$ cat src/rtl/loopback_arbiter.sv
// Round-robin sharing of one loopback HLS call/return interface among NUM_REQ requesters; optional watchdog via LOOPBACK_ARBITER_TIMEOUT_EN.
// Latency: grant to lb_start 1 cycle; return path is combinational.
// Backpressure: lb_busy holds the call slot; the head requester's rsp_ready drives lb_stall.

module loopback_arbiter_fifo #(
    parameter int WIDTH = 2,
    parameter int DEPTH = 8
) (
    input  logic                   clock,
    input  logic                   reset,
    input  logic                   push,
    input  logic [WIDTH-1:0]       push_data,
    input  logic                   pop,
    output logic [WIDTH-1:0]       head,
    output logic [$clog2(DEPTH):0] count
);
    localparam int AW = $clog2(DEPTH);

    logic [WIDTH-1:0] mem [DEPTH];
    logic [AW-1:0]    wr_ptr;
    logic [AW-1:0]    rd_ptr;

    always_ff @(posedge clock or posedge reset) begin
        if (reset) begin
            wr_ptr <= '0;
            rd_ptr <= '0;
            count  <= '0;
        end else begin
            if (push) wr_ptr <= wr_ptr + 1'b1;
            if (pop)  rd_ptr <= rd_ptr + 1'b1;
            case ({push, pop})
                2'b10:   count <= count + 1'b1;
                2'b01:   count <= count - 1'b1;
                default: ;
            endcase
        end
    end

    always_ff @(posedge clock) begin
        if (push) mem[wr_ptr] <= push_data;
    end

    assign head = mem[rd_ptr];
endmodule

module loopback_arbiter #(
    parameter int NUM_REQ         = 4,
    parameter int IDX_W           = 32,
    parameter int DATA_W          = 32,
    parameter int MAX_OUTSTANDING = 8,
    parameter int TIMEOUT_CYCLES  = 1024
) (
    input  logic                               clock,
    input  logic                               reset,
    input  logic [NUM_REQ-1:0]                 req_valid,
    input  logic [NUM_REQ*IDX_W-1:0]           req_idx,
    output logic [NUM_REQ-1:0]                 req_ready,
    output logic [NUM_REQ-1:0]                 rsp_valid,
    output logic [DATA_W-1:0]                  rsp_data,
    input  logic [NUM_REQ-1:0]                 rsp_ready,
    output logic                               lb_start,
    output logic [IDX_W-1:0]                   lb_idx,
    input  logic                               lb_busy,
    input  logic                               lb_done,
    output logic                               lb_stall,
    input  logic [DATA_W-1:0]                  lb_returndata,
    output logic [$clog2(MAX_OUTSTANDING):0]   outstanding,
`ifdef LOOPBACK_ARBITER_TIMEOUT_EN
    output logic                               timeout_err,
`endif
    output logic                               proto_err
);
    localparam int TAG_W = $clog2(NUM_REQ);
    localparam int TW1   = TAG_W + 1;
    localparam int CNT_W = $clog2(MAX_OUTSTANDING) + 1;
    localparam logic [CNT_W-1:0] MAX_CNT  = CNT_W'(MAX_OUTSTANDING);
    localparam logic [TAG_W-1:0] LAST_TAG = TAG_W'(NUM_REQ - 1);

    if (NUM_REQ < 2 || NUM_REQ > 16 || MAX_OUTSTANDING < 2 || MAX_OUTSTANDING > 64 ||
        (MAX_OUTSTANDING & (MAX_OUTSTANDING - 1)) != 0 || TIMEOUT_CYCLES < 1) begin : g_bad_params
        $error("loopback_arbiter: parameter out of range");
    end

    logic [IDX_W-1:0] idx_arr [NUM_REQ];
    for (genvar g = 0; g < NUM_REQ; g++) begin : g_idx
        assign idx_arr[g] = req_idx[g*IDX_W +: IDX_W];
    end

    logic             slot_vld;
    logic [IDX_W-1:0] slot_idx;
    logic [TAG_W-1:0] slot_tag;
    logic [TAG_W-1:0] rr_ptr;
    logic [TAG_W-1:0] head_tag;
    logic [CNT_W-1:0] fifo_cnt;
    logic             fifo_ne;
    logic             accept;
    logic             pop;
    logic             arb_en;
    logic             grant_vld;
    logic [TAG_W-1:0] grant_id;
    logic [TW1-1:0]   cand;

    assign fifo_ne     = (fifo_cnt != '0);
    assign accept      = slot_vld && !lb_busy;
    assign pop         = lb_done && fifo_ne && rsp_ready[head_tag];
    assign outstanding = fifo_cnt + {{(CNT_W-1){1'b0}}, slot_vld};
    // A pop this cycle frees a place, so a full tracker can still grant.
    assign arb_en      = (!slot_vld || accept) &&
                         ((outstanding - {{(CNT_W-1){1'b0}}, pop}) < MAX_CNT);

    assign lb_start = slot_vld;
    assign lb_idx   = slot_idx;
    assign rsp_data = lb_returndata;
    assign lb_stall = lb_done && fifo_ne && !rsp_ready[head_tag];

    always_comb begin
        grant_vld = 1'b0;
        grant_id  = '0;
        cand      = '0;
        for (int k = 0; k < NUM_REQ; k++) begin
            cand = {1'b0, rr_ptr} + TW1'(k);
            if (cand >= TW1'(NUM_REQ)) cand = cand - TW1'(NUM_REQ);
            if (arb_en && !grant_vld && req_valid[cand[TAG_W-1:0]]) begin
                grant_vld = 1'b1;
                grant_id  = cand[TAG_W-1:0];
            end
        end
    end

    always_comb begin
        req_ready = '0;
        rsp_valid = '0;
        if (grant_vld)          req_ready[grant_id] = 1'b1;
        if (lb_done && fifo_ne) rsp_valid[head_tag] = 1'b1;
    end

    always_ff @(posedge clock or posedge reset) begin
        if (reset) begin
            slot_vld  <= 1'b0;
            slot_idx  <= '0;
            slot_tag  <= '0;
            rr_ptr    <= '0;
            proto_err <= 1'b0;
        end else begin
            if (grant_vld) begin
                slot_vld <= 1'b1;
                slot_idx <= idx_arr[grant_id];
                slot_tag <= grant_id;
                rr_ptr   <= (grant_id == LAST_TAG) ? '0 : grant_id + 1'b1;
            end else if (accept) begin
                slot_vld <= 1'b0;
            end
            if (lb_done && !fifo_ne) proto_err <= 1'b1;
        end
    end

    loopback_arbiter_fifo #(
        .WIDTH (TAG_W),
        .DEPTH (MAX_OUTSTANDING)
    ) u_tag_fifo (
        .clock     (clock),
        .reset     (reset),
        .push      (accept),
        .push_data (slot_tag),
        .pop       (pop),
        .head      (head_tag),
        .count     (fifo_cnt)
    );

`ifdef LOOPBACK_ARBITER_TIMEOUT_EN
    localparam int TO_W = $clog2(TIMEOUT_CYCLES + 1);
    localparam logic [TO_W-1:0] TO_LIM = TO_W'(TIMEOUT_CYCLES);

    logic [TO_W-1:0] to_cnt;

    always_ff @(posedge clock or posedge reset) begin
        if (reset) begin
            to_cnt      <= '0;
            timeout_err <= 1'b0;
        end else begin
            if (pop || !fifo_ne)    to_cnt <= '0;
            else if (to_cnt != TO_LIM) to_cnt <= to_cnt + 1'b1;
            if (to_cnt == TO_LIM) timeout_err <= 1'b1;
        end
    end
`endif
endmodule
$ cat config.mk
export PLATFORM = sky130hd
export DESIGN_NAME = loopback_arbiter
export DESIGN_NICKNAME = d
export VERILOG_FILES = /design/src/rtl/loopback_arbiter.sv
export SDC_FILE = /design/constraint.sdc
export NUM_CORES = 1
export LEC_CHECK = 0
export BUFFER_PORTS_ARGS = -buffer_cell sky130_fd_sc_hd__buf_2
export CORE_AREA = 2 2 124 78
export CTS_CLUSTER_DIAMETER = 60
export DETAILED_ROUTE_END_ITERATION = 6
export DIE_AREA = 0 0 126 80
export PLACE_DENSITY_LB_ADDON = 0.3
export SLEW_MARGIN = 40
export SYNTH_ARGS = -nofsm -noshare
export SYNTH_HDL_FRONTEND = slang
export SYNTH_SLANG_ARGS = --single-unit
$ cat constraint.sdc
create_clock -name clock -period 5.8 [get_ports clock]
set_input_delay 0.87 -clock clock [delete_from_list [all_inputs] [get_ports clock]]
set_output_delay 0.87 -clock clock [all_outputs]
set_load 0.1 [all_outputs]
# Word-level counts from Yosys, hierarchy flattened
# Memories as Yosys holds them, arrays and structs flattened.
# Cells that the tools add are included.
[op_classes]
bitwise_logic = 1
n_reduce_logical = 26
eq_ne = 3
muxes = 37
n_lt_le_gt_ge = 14
add_sub_neg = 14
[op_table]
columns = ["operator", "n"]
rows = [
  ["$bmux 32 s2", 1],
  ["$mux 32", 2],
  ["$lt 2x3->1 const B", 6],
  ["$mux 2", 9],
  ["$logic_and 1x1->1", 15],
  ["$mux 1", 15],
  ["$ge 3x3->1 const B", 4],
  ["$bmux 1 s2", 5],
  ["$mux 4", 2],
  ["$pmux 4 s2", 1],
  ["$sub 2x1->2 const B", 4],
  ["$logic_not 1->1", 7],
  ["$add 2x2->3 const B", 2],
  ["$add 3x1->3 const B", 2],
  ["$add 4x1->4", 1],
  ["$add 4x1->4 const B", 1],
  ["$demux 1 s2", 2],
  ["$eq 2x2->1 const B", 2],
  ["$ge 2x1->1 const B", 2],
  ["$lt 4x4->1 const B", 1],
  ["$reduce_bool 2->1", 2],
  ["$reduce_bool 4->1", 1],
  ["$sub 4x1->4", 1],
  ["$sub 4x1->4 const B", 1],
  ["6 further kinds", 6],
]
[totals]
elab_cells = 104
mem_count = 1
mem_bits_rw = 16
register_bits = 48
[memory_table]
columns = ["memory", "depth", "width", "read_ports", "rd_clocked_by_memory_dff", "write_ports", "line", "source"]
rows = [
  ["u_tag_fifo.mem", 8, 2, 1, 0, 1, "19", "logic [WIDTH-1:0] mem [DEPTH];"],
]

# Logic depth before layout (Yosys ltp)
# An unclocked memory read counts as a cell.
[logic_depth]
word_depth = 26
mapped_depth = 13

# Cells and area by module
# From an unflattened synthesis, not the netlist that was laid out.
[hier_totals]
hier_cells = 351
area_unflattened_um2 = 4100.2
[modules_own_cells]
columns = ["module", "area_per_inst_um2", "n_inst", "cells_per_inst"]
rows = [
  ["loopback_arbiter", 2947.8, 1, 275],
  ["loopback_arbiter_fifo", 1152.4, 1, 76],
]

# Least setup slack after synthesis
# OpenSTA, ideal clock, no wires.
[synth_path]
path_type = "register to output"
startpoint = "register slot_vld, in the netlist lb_start"
endpoint = "output req_ready[1]"
path_stages_with_launch = 7
slack_ns = -0.824
t_arrival_ns = 5.754
path_buffers = 1
path_cell_list = "dfrtp_1 > ha_1 > nand3_1 > xnor2_1 > xnor2_1 > clkbuf_1 > nor3_1"
[synth_between]
elab_chain_cells = 23
word_cells_on_any_way = 31
classes_between = "add/sub (2); order compare (3); mux (11); reduce/logical (15)"
[synth_rtl]
columns = ["element", "line", "source"]
rows = [
  ["start: declaration", "89", "logic slot_vld;"],
  ["start signal: assignment", "139", "slot_vld <= 1'b0;"],
  ["start signal: assignment", "146", "slot_vld <= 1'b1;"],
  ["start signal: assignment", "151", "slot_vld <= 1'b0;"],
  ["$add 4x1->4 (*)", "106", "assign outstanding = fifo_cnt + {{(CNT_W-1){1'b0}}, slot_vld};"],
  ["via outstanding[3]", "67", "output logic [$clog2(MAX_OUTSTANDING):0] outstanding,"],
  ["$sub 4x1->4 (*)", "109", "((outstanding - {{(CNT_W-1){1'b0}}, pop}) < MAX_CNT);"],
  ["$lt 4x4->1 (*)", "109", ""],
  ["$logic_and 1x1->1 (*)", "108", "assign arb_en = (!slot_vld || accept) &&"],
  ["$logic_and 1x1->1", "123", "if (arb_en && !grant_vld && req_valid[cand[TAG_W-1:0]]) begin"],
  ["$mux 1", "123", ""],
  ["$logic_not 1->1", "123", ""],
  ["(+7 left out)", "n/a", ""],
  ["$logic_not 1->1", "123", ""],
  ["$logic_and 1x1->1 (2 in a row)", "123", ""],
  ["$mux 2", "123", ""],
  ["$lt 2x3->1 (not written as such) or $ge 2x1->1 (tied branches)", "133", "if (grant_vld) req_ready[grant_id] = 1'b1;"],
  ["$logic_and 1x1->1 (not written as such)", "133", ""],
  ["$mux 1 (not written as such)", "133", ""],
  ["$demux 1 s2", "133", ""],
  ["$mux 4 (*)", "133", ""],
  ["end: declaration", "57", "output logic [NUM_REQ-1:0] req_ready,"],
]
# Mark *: on every way through the listed nets, which the timed path passes. The rest lies on a longest branch.

# Final worst setup path
[layout_path]
startpoint = "register u_tag_fifo.rd_ptr[0]"
endpoint = "output req_ready[3]"
[layout_between]
elab_chain_cells = 26
word_cells_on_any_way = 31
classes_between = "add/sub (1); order compare (3); mux (13); reduce/logical (13); memory (1)"
[layout_rtl]
columns = ["element", "line", "source"]
rows = [
  ["start: declaration", "21", "logic [AW-1:0] rd_ptr;"],
  ["start signal: assignment", "30", "if (pop) rd_ptr <= rd_ptr + 1'b1;"],
  ["$mem_v2 8x2 (*)", "n/a", ""],
  ["$bmux 1 s2 (*)", "105", "assign pop = lb_done && fifo_ne && rsp_ready[head_tag];"],
  ["$mux 1 (not written as such) (*)", "105", ""],
  ["$logic_and 1x1->1 (*)", "105", ""],
  ["$sub 4x1->4 (*)", "109", ""],
  ["$lt 4x4->1 (*)", "109", ""],
  ["$logic_and 1x1->1 (*)", "108", ""],
  ["$logic_and 1x1->1", "123", ""],
  ["(+9 left out)", "n/a", ""],
  ["$logic_not 1->1", "123", ""],
  ["$logic_and 1x1->1 (2 in a row)", "123", ""],
  ["$mux 2", "123", ""],
  ["$lt 2x3->1 (not written as such) or $ge 2x1->1 (tied branches)", "133", ""],
  ["$logic_and 1x1->1 (not written as such)", "133", ""],
  ["$mux 1 (not written as such)", "133", ""],
  ["$demux 1 s2", "133", ""],
  ["$mux 4 (*)", "133", ""],
]
# Mark *: on every way between the ends. The rest lies on a longest branch, timed or not. The select of a mux whose other input is x is not followed.

==> impl_metrics.tcl <==
set metrics [dict create \
    drt_pass1_iterations 6 \
    area_delta_synth_final_pct 26.6 \
    pre_cts_slack_ns 1.50 \
    grt_max_degree 66 \
    max_freq_mhz 215 \
    setup_violations 0 \
    ios 251 \
    synth_cell_types 40 \
    tightest_slew_ns 0.775 \
    rows 27 \
    hpwl_um 8210 \
    crit_path_max_incr_delay_ns 0.61 \
    ys.flop_type "dfrtp_1" \
    drv_cap 0 \
    antenna_found_initial 0 \
    nFillCells 801 \
    place_congestion 0.812 \
    nNetsFinal 717 \
    setup_tns_ns 0 \
    hold_buffers 0 \
    skew_ns 0.00622 \
    status "completed" \
    syn_nets 573 \
    period_needed_ns 4.65 \
    slew_viol_final 0 \
    cts_buffers 9 \
    required_ns 4.93 \
    cp_top_family "multiplexers" \
    end_kind "output port" \
    clkLatencyLatePin_ns 0.33 \
    route.detailed.drc 0 \
    synth_edf_count 16 \
    start_util_pct 45.2 \
    clk_pin_slew_worst_paths_ns 0.06 \
    synth_cells 392 \
    cts-htree-levels 3 \
    relSlewSlack_pct 48.3 \
    dr.first_iter.drc_count 128 \
    synth_seq_cells 64 \
    hold_viol 0 \
    io_buffers 186 \
    grt_first_pass_wirelength_um 16300 \
    cts_buffer_depth 2 \
    netlist_area_um2 4030 \
    cpMostUsedCell "mux4_2" \
    chipHeight_um 80 \
    syn_area_per_cell_um2 10.3 \
    cts_tree "done" \
    cp-start-kind "flip-flop" \
    post_cts_buffers 0 \
    crit_chain "mux2_1 > mux4_2 > mux4_2 > nand2_1 > xnor2_2 > nor2_1 > ha_1 > and2_1 > buf_2" \
    rsz0062_at_grt "false" \
    crit_buf_inv 1 \
    criticalPathCategory "flip-flop to output port" \
    final_cell_mix "buf_2, nand2_1, dfrtp_1" \
    via_per_inst 5.29 \
    cts.repair.resized 0 \
    ys_seq_area_share_pct 41.7 \
    hp-class "flip-flop to flip-flop" \
    period_share_pct 80.2 \
    wl_per_cell_um 16.5 \
    grt_pass1_vias 3357 \
    postRouteAntennaNets 0 \
    die_area_um2 10100 \
    cp_data_arrival_time_ns 3.78 \
    via_count 3475 \
    ys_async_sr_fraction_pct 75.0 \
    die_x_um 126 \
    postRouteWirelength_um 10800 \
    cp_slowest_cell "xnor2_2" \
    layout_commonest_cell "buf_2" \
    core_um2 8920 \
    drive_gt1_share_pct 41.4 \
    hold_ws_ns 0.447 \
    crit_fanout 15 \
    setup_slack_ns 1.15 \
    antenna_cells 0 \
    cts.sinks 64 \
    ys_warn_count 0 \
    clock-root-buffer "clkbuf_16" \
    overflow 0 \
    grt_use_total_pct 20.5 \
]
==> worst paths after layout <==
kind                                 startpoint             endpoint  slack (ns)  cells past startpoint
max                        u_tag_fifo.rd_ptr[0]         req_ready[3]        1.15                      9
min                                   proto_err            proto_err        0.45                      1
max reg2reg                u_tag_fifo.rd_ptr[0]  u_tag_fifo.count[3]        2.16                     12
min reg2reg                           proto_err            proto_err        0.45                      1
max in group asynchronous                 reset  u_tag_fifo.count[3]        4.76                      2
min in group asynchronous                 reset           lb_idx[27]        0.62                      2
==> registers in the layout, indices dropped and copies added (netlist names) <==
| signal | count |
|---|---|
| proto_err | 1 |
| u_tag_fifo.rd_ptr | 3 |
| u_tag_fifo.count | 4 |
| lb_start | 1 |
| slot_tag | 2 |
| lb_idx | 32 |
| u_tag_fifo.mem | 16 |
| u_tag_fifo.wr_ptr | 3 |
| rr_ptr | 2 |
==> cell type report <==
class                   count  area, um2  area share, %
multi-input cells         261       1940           37.9
flip-flops and latches     64       1680           33.0
repair buffers            191        981           19.2
clock buffers               9        225           4.42
well taps                 116        145           2.85
clock inverters             7       96.3           1.89
inverters                   9       36.3          0.711
==> routing by layer <==
layer | global-route usage, % | vias to the layer above | share of wire, %
li1 | - | 1682 | -
met5 | 0 | - | 0
met3 | 6.23 | 19 | 6.4
met4 | 7.69 | 0 | 1.7
met1 | 24.8 | 1648 | 42
met2 | 34.9 | 126 | 50
==> per-stage QoR <==
step	utilization, %	cells	cell area, um2
2_1_floorplan	-	392	4030
5_1_grt	57.2	657	5100
3_5_place_dp	53.3	640	4750
4_1_cts	56.9	656	5070
6_report	57.2	657	5100
3_3_place_gp	53.3	640	4750
==> cells in the mapped netlist (2+ instances only) <==
master	number	share of area [%]
nor4_1	2	0.31
a21oi_1	4	0.50
nor2b_1	3	0.47
mux2i_1	34	8.4
o21ai_0	2	0.25
o22a_1	33	7.2
a21o_1	2	0.37
o21ai_1	2	0.25
mux4_2	4	2.2
clkbuf_1	17	1.6
xnor2_1	7	1.5
ha_1	8	2.5
nand2_1	77	7.2
buf_6	2	0.56
nand2b_1	6	0.93
mux2_1	4	1.1
inv_1	9	0.84
and3_1	2	0.31
mux2_2	2	0.56
edfxtp_1	16	12
buf_12	3	1.5
dfrtp_1	48	30
nor2_1	14	1.3
nor3_1	5	0.62
xor2_1	4	0.87
buf_4	32	6.0
nand3_1	4	0.50
a32oi_1	32	7.0
buf_1	3	0.28
==> cell families (layout without fill, tap and decap cells) <==
group | after synthesis | count (layout) | share of synthesized area (%)
buffers and inverters | 67 | 216 | 10.8
DFF | 64 | 64 | 41.7
and+or+nand+nor | 117 | 117 | 12.7
muxes | 45 | 45 | 12.7
xor gates and xnor gates | 11 | 11 | 2.39
AOI/OAI and AO/OA | 79 | 79 | 16.6
adders and majority gates | 9 | 9 | 2.98
Power is not shown: default switching activity piles up to over one toggle a cycle in this logic, so the estimate is an artifact.
